--- src/rtl/decoder_pkg.sv ---
// Shared types and constants for the aaa-bbb-01 instruction decoder.
package decoder_pkg;

  localparam logic [3:0] ALU_ADD  = 4'd0;
  localparam logic [3:0] ALU_ADC  = 4'd1;
  localparam logic [3:0] ALU_SBC  = 4'd2;
  localparam logic [3:0] ALU_AND  = 4'd3;
  localparam logic [3:0] ALU_EOR  = 4'd4;
  localparam logic [3:0] ALU_ORA  = 4'd5;
  localparam logic [3:0] ALU_ASL  = 4'd6;
  localparam logic [3:0] ALU_LSR  = 4'd7;
  localparam logic [3:0] ALU_ROL  = 4'd8;
  localparam logic [3:0] ALU_ROR  = 4'd9;
  localparam logic [3:0] ALU_INC  = 4'd10;
  localparam logic [3:0] ALU_PASS = 4'd11;

  localparam logic [7:0] IR_RESET = 8'hEA;

  typedef enum logic [1:0] {IMM, ZP, ABS, ILL} mode_t;

  // Encoding matches the aaa field of the opcode.
  typedef enum logic [2:0] {
    OP_ORA, OP_AND, OP_EOR, OP_ADC, OP_STA, OP_LDA, OP_CMP, OP_SBC
  } op_t;

  typedef enum logic [2:0] {T0, T1, T2, T3, HALT} state_t;

  function automatic logic [1:0] last_step(input mode_t m);
    case (m)
      ZP:      return 2'd2;
      ABS:     return 2'd3;
      default: return 2'd1;
    endcase
  endfunction

endpackage

--- src/rtl/decode_rom.sv ---
// Combinational opcode decode: IR -> {operation, addressing mode, ALU op, accumulator write}.
module decode_rom
  import decoder_pkg::*;
#(
  parameter int DATA_W = 8
) (
  input  logic [DATA_W-1:0] i_ir,
  output op_t               o_op,
  output mode_t             o_mode,
  output logic [3:0]        o_alu_op,
  output logic              o_acc_write
);

  always_comb begin
    o_op        = op_t'(i_ir[7:5]);
    o_mode      = ILL;
    o_alu_op    = ALU_PASS;
    o_acc_write = 1'b0;
    if (i_ir[1:0] == 2'b01) begin
      case (i_ir[4:2])
        3'b010:  o_mode = (o_op == OP_STA) ? ILL : IMM;
        3'b001:  o_mode = ZP;
        3'b011:  o_mode = ABS;
        default: o_mode = ILL;
      endcase
    end
    if (o_mode != ILL) begin
      case (o_op)
        OP_ORA: begin o_alu_op = ALU_ORA;  o_acc_write = 1'b1; end
        OP_AND: begin o_alu_op = ALU_AND;  o_acc_write = 1'b1; end
        OP_EOR: begin o_alu_op = ALU_EOR;  o_acc_write = 1'b1; end
        OP_ADC: begin o_alu_op = ALU_ADC;  o_acc_write = 1'b1; end
        OP_STA: begin o_alu_op = ALU_PASS; o_acc_write = 1'b0; end
        OP_LDA: begin o_alu_op = ALU_PASS; o_acc_write = 1'b1; end
        // CMP is a subtract that only updates the flags.
        OP_CMP: begin o_alu_op = ALU_SBC;  o_acc_write = 1'b0; end
        OP_SBC: begin o_alu_op = ALU_SBC;  o_acc_write = 1'b1; end
        default: begin o_alu_op = ALU_PASS; o_acc_write = 1'b0; end
      endcase
    end
  end

endmodule

--- src/rtl/decode_sequencer.sv ---
// Per-cycle control sequencer (T0..T3) for aaa-bbb-01 opcodes.
// DECODE_ILLEGAL_TRAP_EN: illegal opcodes trap to HALT instead of running as a NOP.
module decode_sequencer
  import decoder_pkg::*;
#(
  parameter int DATA_W = 8,
  parameter int ADDR_W = 16,
  parameter int T_W    = 3
) (
  input  logic              clk_2,
  input  logic              rst,
  input  logic [DATA_W-1:0] instruction,
  input  logic              mem_ready,
  input  logic              flush,
  output logic              sync,
  output logic              w_rd,
  output logic              pc_data,
  output logic              increment,
  output logic              lower_byte,
  output logic              addr_lo_load,
  output logic              addr_hi_load,
  output logic              x_con,
  output logic              y_con,
  output logic              accumulator_con,
  output logic              status_con,
  output logic              stack_pointer_con,
  output logic              branch_uncon,
  output logic              branch_con,
  output logic [3:0]        alu_op,
  output logic [2:0]        branch_op,
  output logic [DATA_W-1:0] immediate,
  output logic [T_W-1:0]    t_state,
  output logic              illegal
);

`ifdef DECODE_ILLEGAL_TRAP_EN
  localparam logic TRAP_EN = 1'b1;
`else
  localparam logic TRAP_EN = 1'b0;
`endif

  if (ADDR_W <= DATA_W) begin : g_addr_w_check
    $error("ADDR_W must be wider than DATA_W");
  end

  state_t            r_state, w_next;
  logic [DATA_W-1:0] r_ir, r_imm;
  op_t               w_op;
  mode_t             w_mode;
  logic [3:0]        w_alu;
  logic              w_acc, w_go, w_exec;
  logic [1:0]        w_step;

  decode_rom #(.DATA_W(DATA_W)) u_rom (
    .i_ir        (r_ir),
    .o_op        (w_op),
    .o_mode      (w_mode),
    .o_alu_op    (w_alu),
    .o_acc_write (w_acc)
  );

  // A cycle only has side effects when memory completes and nothing is abandoned.
  assign w_go = mem_ready & ~flush;

  always_comb begin
    case (r_state)
      T1:      w_step = 2'd1;
      T2:      w_step = 2'd2;
      T3:      w_step = 2'd3;
      default: w_step = 2'd0;
    endcase
  end

  assign w_exec    = (w_mode != ILL) && (w_step == last_step(w_mode));
  assign t_state   = T_W'(w_step);
  assign immediate = r_imm;

  always_ff @(posedge clk_2 or negedge rst) begin
    if (!rst) r_state <= T0;
    else      r_state <= w_next;
  end

  always_comb begin
    w_next = r_state;
    if (r_state != HALT) begin
      if (flush) begin
        w_next = T0;
      end else if (mem_ready) begin
        case (r_state)
          T0:      w_next = T1;
          T1:      w_next = (w_mode == ILL) ? (TRAP_EN ? HALT : T0) : (w_exec ? T0 : T2);
          T2:      w_next = w_exec ? T0 : T3;
          default: w_next = T0;
        endcase
      end
    end
  end

  always_ff @(posedge clk_2 or negedge rst) begin
    if (!rst) begin
      r_ir  <= DATA_W'(IR_RESET);
      r_imm <= '0;
    end else begin
      if (r_state == T0 && w_go) r_ir <= instruction;
      if (w_exec && w_op != OP_STA && w_go) r_imm <= instruction;
    end
  end

  always_comb begin
    sync              = 1'b0;
    w_rd              = 1'b0;
    pc_data           = 1'b0;
    increment         = 1'b0;
    lower_byte        = 1'b0;
    addr_lo_load      = 1'b0;
    addr_hi_load      = 1'b0;
    x_con             = 1'b0;
    y_con             = 1'b0;
    accumulator_con   = 1'b0;
    status_con        = 1'b0;
    stack_pointer_con = 1'b0;
    branch_uncon      = 1'b0;
    branch_con        = 1'b0;
    alu_op            = ALU_PASS;
    branch_op         = 3'd0;
    illegal           = 1'b0;
    if (rst) begin
      if (r_state == T0) begin
        sync      = 1'b1;
        pc_data   = 1'b1;
        increment = w_go;
      end else if (w_exec) begin
        // Immediate operands come from PC; zero page/absolute from the latches.
        pc_data    = (w_mode == IMM);
        lower_byte = (w_mode == ZP);
        increment  = (w_mode == IMM) & w_go;
        if (w_op == OP_STA) begin
          w_rd = ~flush;
        end else begin
          alu_op          = w_alu;
          status_con      = w_go;
          accumulator_con = w_go & w_acc;
        end
      end else if (w_mode != ILL && r_state != HALT) begin
        pc_data      = 1'b1;
        increment    = w_go;
        addr_lo_load = w_go & (r_state == T1);
        addr_hi_load = w_go & (r_state == T2);
      end else begin
        illegal = TRAP_EN & ((r_state == T1) | (r_state == HALT));
      end
    end
  end

endmodule

--- config.mk ---
export PLATFORM = sky130hd
export DESIGN_NAME = decode_sequencer
export DESIGN_NICKNAME = d
export VERILOG_FILES = /design/src/rtl/decoder_pkg.sv /design/src/rtl/decode_rom.sv /design/src/rtl/decode_sequencer.sv
export SDC_FILE = /design/constraint.sdc
export NUM_CORES = 1
export LEC_CHECK = 0
export BUFFER_PORTS_ARGS = -buffer_cell sky130_fd_sc_hd__buf_2
export CELL_PAD_IN_SITES_DETAIL_PLACEMENT = 0
export CELL_PAD_IN_SITES_GLOBAL_PLACEMENT = 1
export CORE_MARGIN = 2
export CORE_UTILIZATION = 37
export DETAILED_ROUTE_END_ITERATION = 12
export GPL_TIMING_DRIVEN = 1
export PLACE_DENSITY = 0.79
export SYNTH_ARGS = -nofsm -noshare
export SYNTH_HDL_FRONTEND = slang
export SYNTH_SLANG_ARGS = --single-unit
--- constraint.sdc ---
create_clock -name clk_2 -period 3.6 [get_ports clk_2]
set_input_delay 0.18 -clock clk_2 [delete_from_list [all_inputs] [get_ports clk_2]]
set_output_delay 0.18 -clock clk_2 [all_outputs]
set_load 0.03 [all_outputs]
Word level (Yosys, flattened, before mapping)

Memories as Yosys holds them, arrays and structs flattened.
Index checks and enable logic that the tools add are counted.

Memories kept: 1
Bits in read-only memories: 40
Input bits: 12
Register bits after elaboration: 19
Output and inout port bits: 33
Logic and storage cells: 84

Memory list:

| memory          | depth | width | read ports | clocked after memory_dff | write ports | RTL line         | RTL |
|---|---|---|---|---|---|---|---|
| (no name shown) | 8     | 5     | 1          | 0                        | 0           | decode_rom.sv:28 | `case (o_op)` |

Equality and inequality tests: 15
Muxes and demuxes: 50
Reduce and logical (&&, ||, !) cells: 9
Bitwise logic cells: 6

Operators with widths:

| operator             | count |
|---|---|
| $mux W1              | 34 |
| $mux W4              | 5 |
| $pmux W2 S3          | 3 |
| $eq A3 B2 Y1 const B | 4 |
| $mux W2              | 5 |
| $eq A3 B1 Y1 const B | 2 |
| $mux W3              | 2 |
| $ne A3 B3 Y1 const B | 2 |
| $and A1 B1 Y1        | 5 |
| $logic_and A1 B1 Y1  | 5 |
| $eq A2 B1 Y1 const B | 2 |
| $eq A2 B2 Y1 const B | 2 |
| $pmux W2 S2          | 1 |
| $eq A3 B3 Y1 const B | 1 |
| $logic_not A3 Y1     | 1 |
| $eq A2 B2 Y1         | 1 |
| $logic_not A2 Y1     | 1 |
| $ne A2 B2 Y1 const B | 1 |
| $reduce_and A2 Y1    | 1 |
| $reduce_bool A2 Y1   | 1 |
| $not A1 Y1           | 1 |

Longest topological paths before layout

Gate-level depths: netlist of run 1.

Depth after elaboration: 13
Depth in mapped cells: 8
Gate-level depth less buffers: 7

Modules after synthesis

From an unflattened synthesis of run 1, not the netlist that was laid out.

Cell total of the unflattened synthesis: 119
Area, all modules: 1267.5 sq um

By module, submodules not included:

| module           | area each (sq um) | cells an instance | times used |
|---|---|---|---|
| decode_sequencer | 1124.8            | 102               | 1 |
| decode_rom       | 142.6             | 17                | 1 |

Worst setup path after synthesis of run 1

No wires, ideal clock.

Path type: register to output
Start point: register r_ir[7]
End point: output accumulator_con
Data required time: 3.420 ns
Arrival: 3.147 ns
Cell stages (with the launch flop): 8
Slack: 0.273 ns
Cell sequence: dfstp_2 or3b_1 buf_2 o211ai_1 ha_1 xor2_4 a2bb2oi_2 a2111oi_1

Longest elaborated chain between the ends: 11
Elaborated cells between the ends (all ways): 17
Classes of those cells: eq/ne (5); mux (9); bitwise (1); reduce/logical (1); memory (1)

Ends and longest elaborated chain:

| item                                           | RTL line                                        | RTL |
|---|---|---|
| start, declared                                | decode_sequencer.sv:47                          | `logic [DATA_W-1:0] r_ir, r_imm;` |
| start signal, assigned                         | decode_sequencer.sv:101                         | `r_ir <= DATA_W'(IR_RESET);` |
| start signal, assigned                         | decode_sequencer.sv:104                         | `if (r_state == T0 && w_go) r_ir <= instruction;` |
| $eq A3 B3 Y1                                   | decode_rom.sv:21, decode_sequencer.sv:137       |  |
| $mux W2                                        | decode_rom.sv:21                                | `3'b010: o_mode = (o_op == OP_STA) ? ILL : IMM;` |
| $pmux W2 S3                                    | decode_rom.sv:20                                | `case (i_ir[4:2])` |
| $mux W2                                        | decode_rom.sv:19                                | `if (i_ir[1:0] == 2'b01) begin` |
| $eq A2 B2 Y1, or another cell as far along     | decoder_pkg.sv:29                               | `case (m)` |
| $pmux W2 S2 or $mux W1 (tied branches)         | decoder_pkg.sv:29, decode_rom.sv:27             |  |
| $eq A2 B2 Y1 or $and A1 B1 Y1 (tied branches)  | decode_sequencer.sv:74, decode_sequencer.sv:142 |  |
| $logic_and A1 B1 Y1 or $mux W1 (tied branches) | decode_sequencer.sv:74, decode_sequencer.sv:137 |  |
| $mux W1 (*)                                    | decode_sequencer.sv:132                         | `end else if (w_exec) begin` |
| $mux W1 (*)                                    | decode_sequencer.sv:128                         | `if (r_state == T0) begin` |
| $mux W1 (*)                                    | decode_sequencer.sv:127                         | `if (rst) begin` |
| end, declared                                  | decode_sequencer.sv:24                          | `output logic accumulator_con,` |

Mark *: on every way between the ends. The rest lies on a longest branch, timed or not.

Worst setup path in the final report of run 1

Same ends and word-level chain as after synthesis.

==> reports/metrics.yaml, run 1 <==
power:
  finalPower_mw: 0.680
  p_int_mw: 0.427
  clkPwrFrac: 0.178
  p_comb_frac: 0.392
  power.leakage_nw: 0.703
  switching_power_mw: 0.254
  seqPwrFrac: 0.430
  ir_drop_mv: 0.220
  powerDensity_nw_per_um2: 482
  swShare: 0.373
synthesis:
  synth-seq-area-share: 0.377
  yosysWarnings: 0
  ys_seq_elements: 18
  synthArstFlopShare: 1.00
  postSynthCellCount: 103
  synth_area_per_cell_um2: 11.7
  syn_area_um2: 1210
  yosysUniqueCellTypes: 40
  synth_edf_count: 0
  synthFlopType: "dfrtp_1"
worst_setup_path:
  cp.required_ns: 3.42
  slowest_delay_ns: 0.60
  cp_max_fo: 8
  timing.rr.start: "r_ir[7]"
  crit_type: "reg2out"
  path_cells: "or3b_1 > o211ai_1 > ha_1 > xor2_4 > a2bb2oi_2 > a2111oi_1 > buf_2"
  startpoint: "r_ir[7]"
  critPathLaunchType: "flip-flop"
  arrival_ns: 3.10
  end_kind: "output port"
  slowest_stage: "dfstp_2"
placed_design:
  dpl.hpwl_mm: 1.85
  dp_cells: 175
  gp_congestion: 0.769
  preCtsSetupSlack_ns: 0.618
  port_buffers: 34
  placed_area_um2: 1370
timing:
  postLayoutSetupSlackWorst_ns: 0.324
  drv_slew: 0
  skew_ns: 0.00382
  fin_tns_setup_ns: 0
  fmax_mhz: 305
  setup_violations: 0
  rsz0062_at_grt: "no"
  fin_crit_ns: 3.28
  hold_viol_final: 0
  hold_ws_ns: 0.112
  period_share: 0.910
route:
  num_vias: 853
  ant_nets: 0
  first_iter_violations: 9
  drc: 0
  routed_wl_mm: 2.35
  viasPerCell: 4.74
  wl_per_cell_um: 13.0
  firstDrtPassIters: 4
floorplanning:
  die-area_um2: 3740
  start_util: 0.393
  core_um2: 3080
  die_height_um: 61.2
  die_x_um: 61.2
  io_pins: 45
  rows: 20
flow_run:
  drv_cap: 0
clock_tree:
  htreeDepth: 1
  post-cts-setup-buffer-count: 0
  insertion_delay_ns: 0.29
  clk_pin_slew_worst_paths_ns: 0.10
  cts_tree: "done"
  cts_buffers: 3
  cts.sinks: 18
  cts_root_buf: "clkbuf_4"
  cts_buffer_depth: 2
cells_and_area:
  drive_gt1_frac: 0.485
  mostFrequentLayoutCell: "buf_2"
  final_core_util: 0.459
  nets: 153
  diodes: 0
  stdcell_count: 180
  mostFrequentLayoutCells: "34 x buf_2, 13 x dfrtp_1, 10 x conb_1, 8 x mux2_2, 8 x mux2_4"
  finalInstanceArea_um2: 1410
  syn_to_final_growth_pct: 16.8
min_path:
  hold_start: "flush"
  hp-class: "in2reg"
global_routing:
  grt_pass1_vias: 849
  grt_pass1_wl_mm: 3.84
  grtUsageMet1: 0.187
  use_met3: 0.0273
  grt_max_degree: 22
  use_met2: 0.220
  gr-total-overflow: 0
  grt-busiest-layer: "met2"
  globalRouteTotalUtil: 0.139
  antenna_found_initial: 0
status:
  status: "finished, final reports clean"
[power by group through the flow]
stage          clock network [mW]  registers (mW)  logic, mW
5_1_grt                     0.135           0.301      0.289
6_report                    0.121           0.292      0.267
3_5_place_dp                    0           0.295      0.267
2_1_floorplan                   0           0.346      0.158
3_3_place_gp                    0           0.292      0.264
4_1_cts                     0.127           0.292      0.269
[cell type report]
type | instances | area, µm²
Fill cell | 307 | 1670
Multi-Input combinational cell | 74 | 666
Sequential cell | 18 | 457
Timing Repair Buffer | 35 | 180
Tap cell | 44 | 55.1
Clock buffer | 4 | 36.3
Inverter | 5 | 18.8
[per-layer routing]
layer  up-vias  wire, µm
met4         0        42
met5         -         0
met2        31      1010
met3         4       162
li1        413         -
met1       405      1130
[registers in the layout, summed over array words and instances (netlist names)]
name and cells:
immediate 8, r_ir 8, r_state 2
[cell families after synthesis]
| group | count (synthesis) | synth area share |
|---|---|---|
| adder cells (fa/ha/maj) | 4 | 0.0414 |
| XOR/XNOR | 2 | 0.0362 |
| flip-flops | 18 | 0.377 |
| AO/OA/AOI/OAI | 15 | 0.103 |
| AND/OR/NAND/NOR | 27 | 0.164 |
| other | 1 | 0.00310 |
| multiplexers | 16 | 0.174 |
| buffers and inverters | 20 | 0.100 |
[what timing repair did]
item	in CTS	in global routing
hold endpoints to repair	13	0
resized for setup	0	0
hold buffers	1	0
endpoints found under the setup margin	0	0
[critical path, delay by kind of cell, from the launching register on]
| kind | cells | cell delay [ns] |
|---|---|---|
| compound gates | 3 | 0.91 |
| flops | 1 | 0.60 |
| simple gates | 1 | 0.48 |
| fa+ha+maj | 1 | 0.33 |
| buf+inv | 1 | 0.27 |
| xor+xnor | 1 | 0.21 |
[synthesized netlist by cell type (all sizes together), types with 2 or more instances]
library cell | number | area (µm²)
a211o | 2 | 17.5
a21oi | 2 | 10.0
and2 | 2 | 12.5
buf | 13 | 95.1
clkbuf | 2 | 7.51
dfrtp | 13 | 325
dfstp | 5 | 131
ha | 4 | 50.1
inv | 5 | 18.8
mux2 | 16 | 210
nand2 | 2 | 7.51
nand2b | 5 | 31.3
nor2 | 2 | 7.51
nor3 | 2 | 21.3
nor3b | 4 | 35.0
nor4 | 4 | 25.0
o21ai | 2 | 10.0
xor2 | 2 | 43.8
[final timing paths]
kind,endpoint,slack (ns),cells past startpoint
worst max-delay path,accumulator_con,0.32,7
worst min-delay path,r_state[0],0.11,2
worst max register to register,immediate[7],0.83,6
worst min register to register,r_ir[0],0.51,1
max in group asynchronous,r_ir[3],2.91,2
min in group asynchronous,immediate[6],0.35,2
(Power assumes the default switching activity.)
==> run 2: changes to the inputs <==
--- a/config.mk
+++ b/config.mk
@@ -13,6 +13,7 @@
 export DETAILED_ROUTE_END_ITERATION = 12
 export GPL_TIMING_DRIVEN = 1
 export PLACE_DENSITY = 0.79
+export RECOVER_POWER = 50
 export SYNTH_ARGS = -nofsm -noshare
 export SYNTH_HDL_FRONTEND = slang
 export SYNTH_SLANG_ARGS = --single-unit
==> run 2 against run 1 <==
  * Cell count unchanged
  * Sequential power hardly changed
  * Non-clock buffer count is the same
  * Via count increased by 0.35%
  * Combinational power is 3% lower
  * Largest cell class unchanged
  * Largest power group unchanged
==> reports/metrics.yaml, run 2 (same netlist as run 1, synthesis figures left out) <==
status:
  status: "finished, final reports clean"
route:
  viasPerCell: 4.76  # +0.35%
  drc: 0  # unchanged
  first_iter_violations: 9  # unchanged
  wl_met3_um: 166  # +2.5%
  num_vias: 856  # +0.35%
  ant_nets: 0  # unchanged
  top_layer: "met4"
  wl_per_cell_um: 13.0  # -0.21%
  routed_wl_mm: 2.34  # -0.21%
  firstDrtPassIters: 4  # unchanged
  routedLengthMet1_mm: 1.12  # -0.98%
  wl_met2_mm: 1.02  # +0.20%
cells_and_area:
  syn_to_final_growth_pct: 14.7
  finalInstanceArea_um2: 1390  # -1.8%
  stdcell_count: 180  # unchanged
  mostFrequentLayoutCell: "buf_2"
  drive_gt1_frac: 0.397  # -0.0882
  mostFrequentLayoutCells: "23 x buf_2, 13 x dfrtp_1, 11 x clkbuf_1, 10 x conb_1"
  diodes: 0  # unchanged
  nets: 153  # unchanged
global_routing:
  gr-total-overflow: 0  # unchanged
  grt_max_degree: 22  # unchanged
  grt_pass1_vias: 849  # unchanged
  antenna_found_initial: 0  # unchanged
  globalRouteTotalUtil: 0.139  # unchanged
  grt_pass1_wl_mm: 3.84  # unchanged
timing:
  slew_headroom: 0.261
  fin_crit_ns: 3.27  # -0.00469 ns
  postLayoutSetupSlackWorst_ns: 0.328  # +0.00469 ns
  rsz0062_at_grt: "no"
  hold_viol_final: 0  # unchanged
  period_share: 0.909  # -0.00130
  fmax_mhz: 306  # +0.14%
  setup_violations: 0  # unchanged
  drv_slew: 0  # unchanged
  skew_ns: 0.00260  # -0.00122 ns
  tightest_slew_ns: 1.10
  fin_tns_setup_ns: 0  # unchanged
worst_setup_path:
  critPathLaunchType: "flip-flop"
  r2r_slack_ns: 0.83  # about the same
  slowest_delay_ns: 0.60  # about the same
  crit_type: "reg2out"
  slowest_stage: "dfstp_2"
  end_kind: "output port"
  path_cells: "or3b_1 > o211ai_1 > ha_1 > xor2_4 > a2bb2oi_2 > a2111oi_1 > buf_2"
  timing.rr.start: "r_ir[7]"
  r2r_end: "immediate[7]"
  cp_top_family: "compound AO/OA/AOI/OAI gates"
  cp_max_fo: 8  # unchanged
  cp.required_ns: 3.42  # about the same
  arrival_ns: 3.09  # about the same
  critPathBufInv: 1  # unchanged
  r2r_cells: 6  # unchanged
placed_design:
  gp_congestion: 0.769  # unchanged
  placed_area_um2: 1370  # unchanged
  dp_cells: 175  # unchanged
  dpl.hpwl_mm: 1.85  # unchanged
  preCtsSetupSlack_ns: 0.618  # unchanged
  port_buffers: 34  # unchanged
min_path:
  whs_path_depth: 2  # unchanged
  hold_start: "flush"
  hp-class: "in2reg"
  min_to: "r_state[0]"
floorplanning:
  io_pins: 45  # unchanged
  die-area_um2: 3740  # unchanged
  start_util: 0.393  # unchanged
  die_height_um: 61.2  # unchanged
  rows: 20  # unchanged
  die_x_um: 61.2  # unchanged
  core_um2: 3080  # unchanged
clock_tree:
  htreeDepth: 1  # unchanged
  insertion_delay_ns: 0.29  # about the same
  holdBufCountCts: 1  # unchanged
  cts_buffers: 3  # unchanged
  cts.sinks: 18  # unchanged
  cts_root_buf: "clkbuf_4"
  cts_resized: 0  # unchanged
  cts_buffer_depth: 2  # unchanged
  post-cts-setup-buffer-count: 0  # unchanged
  clk_pin_slew_worst_paths_ns: 0.10  # about the same
  cts_tree: "done"
power:
  powerDensity_nw_per_um2: 484  # +0.43%
  power.leakage_nw: 0.659  # -6.2%
  ir_drop_mv: 0.219  # -0.22%
flow_run:
  drv_cap: 0  # unchanged
[run 2: metal layers]
layer	vias to the layer above	track usage
met5	-	0
met4	0	0.0528
met3	4	0.0273
met2	31	0.220
met1	404	0.187
li1	417	-
[run 2: worst max path at each step]
stage | start | to | slack, ns | cells past startpoint
2_1_floorplan | r_ir[7] | accumulator_con | 0.27 | 7
3_3_place_gp | r_ir[7] | accumulator_con | 0.71 | 7
3_5_place_dp | r_ir[7] | accumulator_con | 0.62 | 7
4_1_cts | r_ir[7] | accumulator_con | 0.27 | 7
5_1_grt | r_ir[7] | accumulator_con | 0.11 | 7
6_report | r_ir[7] | accumulator_con | 0.33 | 7
[run 2: layout make-up]
type | count | area [µm²]
Clock buffer | 4 | 36.3
Fill cell | 310 | 1690
Inverter | 5 | 18.8
Multi-Input combinational cell | 74 | 654
Sequential cell | 18 | 457
Tap cell | 44 | 55.1
Timing Repair Buffer | 35 | 166
[run 2: power breakdown]
part	internal (mW)	switching, mW	total [mW]
Combinational	0.0983	0.159	0.258
Clock	0.0616	0.0594	0.121
Sequential	0.258	0.0351	0.293
[run 2: per-stage QoR]
stage / power [mW] / util / hold WS [ns]
2_1_floorplan: 0.505 / - / -0.116
3_3_place_gp: 0.556 / 0.444 / 0.150
3_5_place_dp: 0.562 / 0.444 / 0.150
4_1_cts: 0.689 / 0.459 / 0.104
5_1_grt: 0.715 / 0.451 / 0.114
6_report: 0.671 / 0.451 / 0.110
==> run 3: changes to the inputs <==
--- a/config.mk
+++ b/config.mk
@@ -12,7 +12,7 @@
 export CORE_UTILIZATION = 37
 export DETAILED_ROUTE_END_ITERATION = 12
 export GPL_TIMING_DRIVEN = 1
-export PLACE_DENSITY = 0.79
+export PLACE_DENSITY = 0.78
 export RECOVER_POWER = 50
 export SYNTH_ARGS = -nofsm -noshare
 export SYNTH_HDL_FRONTEND = slang
==> run 3 against run 2 <==
  * Flip-flop and latch count is the same
  * Maximum frequency is essentially flat
  * Critical path depth is the same
  * Largest cell class unchanged
  * Non-clock buffer count is the same
  * Core utilization is the same
  * Combinational power is essentially flat
  * Total power grew 0.67%
  * Register-to-register slack is essentially flat
  * Critical endpoint unchanged
  * Largest power group unchanged
  * Routed wire length grew 0.60%
  * Die area is the same
  * Clock skew grew 0.0035 ns
==> reports/metrics.yaml, run 3 (same netlist as run 1, synthesis figures left out) <==
global_routing:
  grt_pass1_wl_mm: 3.85  # +0.18%
  gr-total-overflow: 0  # unchanged
  globalRouteTotalUtil: 0.141  # +0.00200
  antenna_found_initial: 0  # unchanged
  grt_pass1_vias: 819  # -3.5%
  grt_max_degree: 22  # unchanged
floorplanning:
  die-area_um2: 3740  # unchanged
  io_pins: 45  # unchanged
  die_x_um: 61.2  # unchanged
  die_height_um: 61.2  # unchanged
  core_um2: 3080  # unchanged
  rows: 20  # unchanged
  start_util: 0.393  # unchanged
cells_and_area:
  nets: 153  # unchanged
  syn_to_final_growth_pct: 14.7  # unchanged
  drive_gt1_frac: 0.397  # unchanged
  mostFrequentLayoutCell: "buf_2"
  seq_area_um2: 457  # unchanged
  mostFrequentLayoutCells: "23 x buf_2, 13 x dfrtp_1, 11 x clkbuf_1, 10 x conb_1"
  final.fill_count: 326  # +5.2%
  multiInputGateArea_um2: 654  # unchanged
  diodes: 0  # unchanged
status:
  status: "finished, final reports clean"
power:
  p_int_mw: 0.417  # about the same
  swShare: 0.383  # +0.00451
  switching_power_mw: 0.259  # +1.9%
  powerDensity_nw_per_um2: 487  # +0.67%
  power.leakage_nw: 0.659  # unchanged
  finalPower_mw: 0.676  # +0.67%
  clkPwrFrac: 0.187  # +0.007
  seqPwrFrac: 0.432  # -0.004
  p_comb_frac: 0.380  # -0.004
  ir_drop_mv: 0.247  # +13%
placed_design:
  preCtsSetupSlack_ns: 0.637  # +0.0189 ns
  gp_congestion: 0.763  # -0.82%
  dpl.hpwl_mm: 1.83  # -1.0%
  port_buffers: 34  # unchanged
clock_tree:
  cts_buffer_depth: 2  # unchanged
  insertion_delay_ns: 0.29  # about the same
  htreeDepth: 1  # unchanged
  cts_tree: "done"
  clk_pin_slew_worst_paths_ns: 0.11  # about the same
  cts_buffers: 3  # unchanged
  cts.sinks: 18  # unchanged
  cts_root_buf: "clkbuf_4"
  post-cts-setup-buffer-count: 0  # unchanged
worst_setup_path:
  cp_max_fo: 8  # unchanged
  path_cells: "or3b_1 > o211ai_1 > ha_1 > xor2_4 > a2bb2oi_2 > a2111oi_1 > buf_2"
  critPathLaunchType: "flip-flop"
  cp.required_ns: 3.42  # about the same
  slowest_delay_ns: 0.59  # about the same
  r2r_slack_ns: 0.83  # about the same
  end_kind: "output port"
  slowest_stage: "dfstp_2"
  crit_type: "reg2out"
  r2r_end: "immediate[3]"
  timing.rr.start: "r_ir[7]"
  arrival_ns: 3.09  # about the same
  r2r_cells: 6  # unchanged
route:
  wl_per_cell_um: 13.1  # +0.60%
  first_iter_violations: 24  # +15
  ant_nets: 0  # unchanged
  firstDrtPassIters: 4  # unchanged
  num_vias: 864  # +0.93%
  routed_wl_mm: 2.36  # +0.60%
  drc: 0  # unchanged
  viasPerCell: 4.80  # +0.93%
timing:
  setup_violations: 0  # unchanged
  fin_crit_ns: 3.27  # -0.00165 ns
  skew_ns: 0.00614  # +0.00354 ns
  rsz0062_at_grt: "no"
  hold_viol_final: 0  # unchanged
  postLayoutSetupSlackWorst_ns: 0.330  # +0.00166 ns
  fmax_mhz: 306  # about the same
  slew_headroom: 0.253  # -0.00836
  tightest_slew_ns: 1.11  # +0.0124 ns
  period_share: 0.908  # about the same
  drv_slew: 0  # unchanged
  fin_tns_setup_ns: 0  # unchanged
min_path:
  hp-class: "in2reg"
  min_to: "r_state[0]"
  hold_start: "flush"
  whs_path_depth: 2  # unchanged
flow_run:
  drv_cap: 0  # unchanged
[run 3: cell counts in the layout (fill, tap and decap cells not counted)]
Identical to the previous run, type by type.
[run 3: through the flow]
stage,cells,hold slack [ns],utilization,cell area (µm²)
after detailed placement,175,0.152,0.444,1370
after CTS,180,0.0799,0.459,1410
after floorplan,112,-0.116,-,1240
after global routing,180,0.0816,0.451,1390
final,180,0.0947,0.451,1390
after global placement,175,0.141,0.444,1370
[run 3: critical path: cells and delay by family, from the launching register on]
| family | cells | cell delay, ns |
|---|---|---|
| buffers and inverters | 1 | 0.27 |
| DFF | 1 | 0.59 |
| adders and majority gates | 1 | 0.35 |
| and+or+nand+nor | 1 | 0.48 |
| xor gates and xnor gates | 1 | 0.22 |
| AOI/OAI and AO/OA | 3 | 0.89 |
[run 3: layout make-up]
class	count	area share
tap	44	0.0397
timing repair buffer	35	0.120
sequential	18	0.329
multi-input combinational	74	0.472
inverter	5	0.0135
clock buffer	4	0.0261
[run 3: timing repair]
action                    CTS  global route
hold buffers                1             0
hold endpoints to repair   13             0
gates resized for setup     0             0
[run 3: worst max path at each step]
stage | endpoint | slack [ns] | startpoint
after floorplan | accumulator_con | 0.27 | r_ir[7]
after CTS | accumulator_con | 0.29 | r_ir[7]
after detailed placement | accumulator_con | 0.64 | r_ir[7]
final | accumulator_con | 0.33 | r_ir[7]
after global placement | accumulator_con | 0.75 | r_ir[7]
after global routing | accumulator_con | 0.16 | r_ir[7]
[run 3: metal layers]
layer	share of wire	up-vias	track usage
met5	0	-	0
met2	0.48	30	0.237
met4	0.0030	0	0.0280
met3	0.055	2	0.0399
met1	0.46	419	0.181
li1	-	413	-
[run 3: power by group through the flow]
| stage | clock network (mW) | logic (mW) | registers [mW] |
|---|---|---|---|
| after floorplan | 0 | 0.158 | 0.346 |
| after global placement | 0 | 0.263 | 0.292 |
| after detailed placement | 0 | 0.269 | 0.295 |
| after CTS | 0.134 | 0.269 | 0.293 |
| after global routing | 0.143 | 0.276 | 0.300 |
| final | 0.127 | 0.257 | 0.292 |
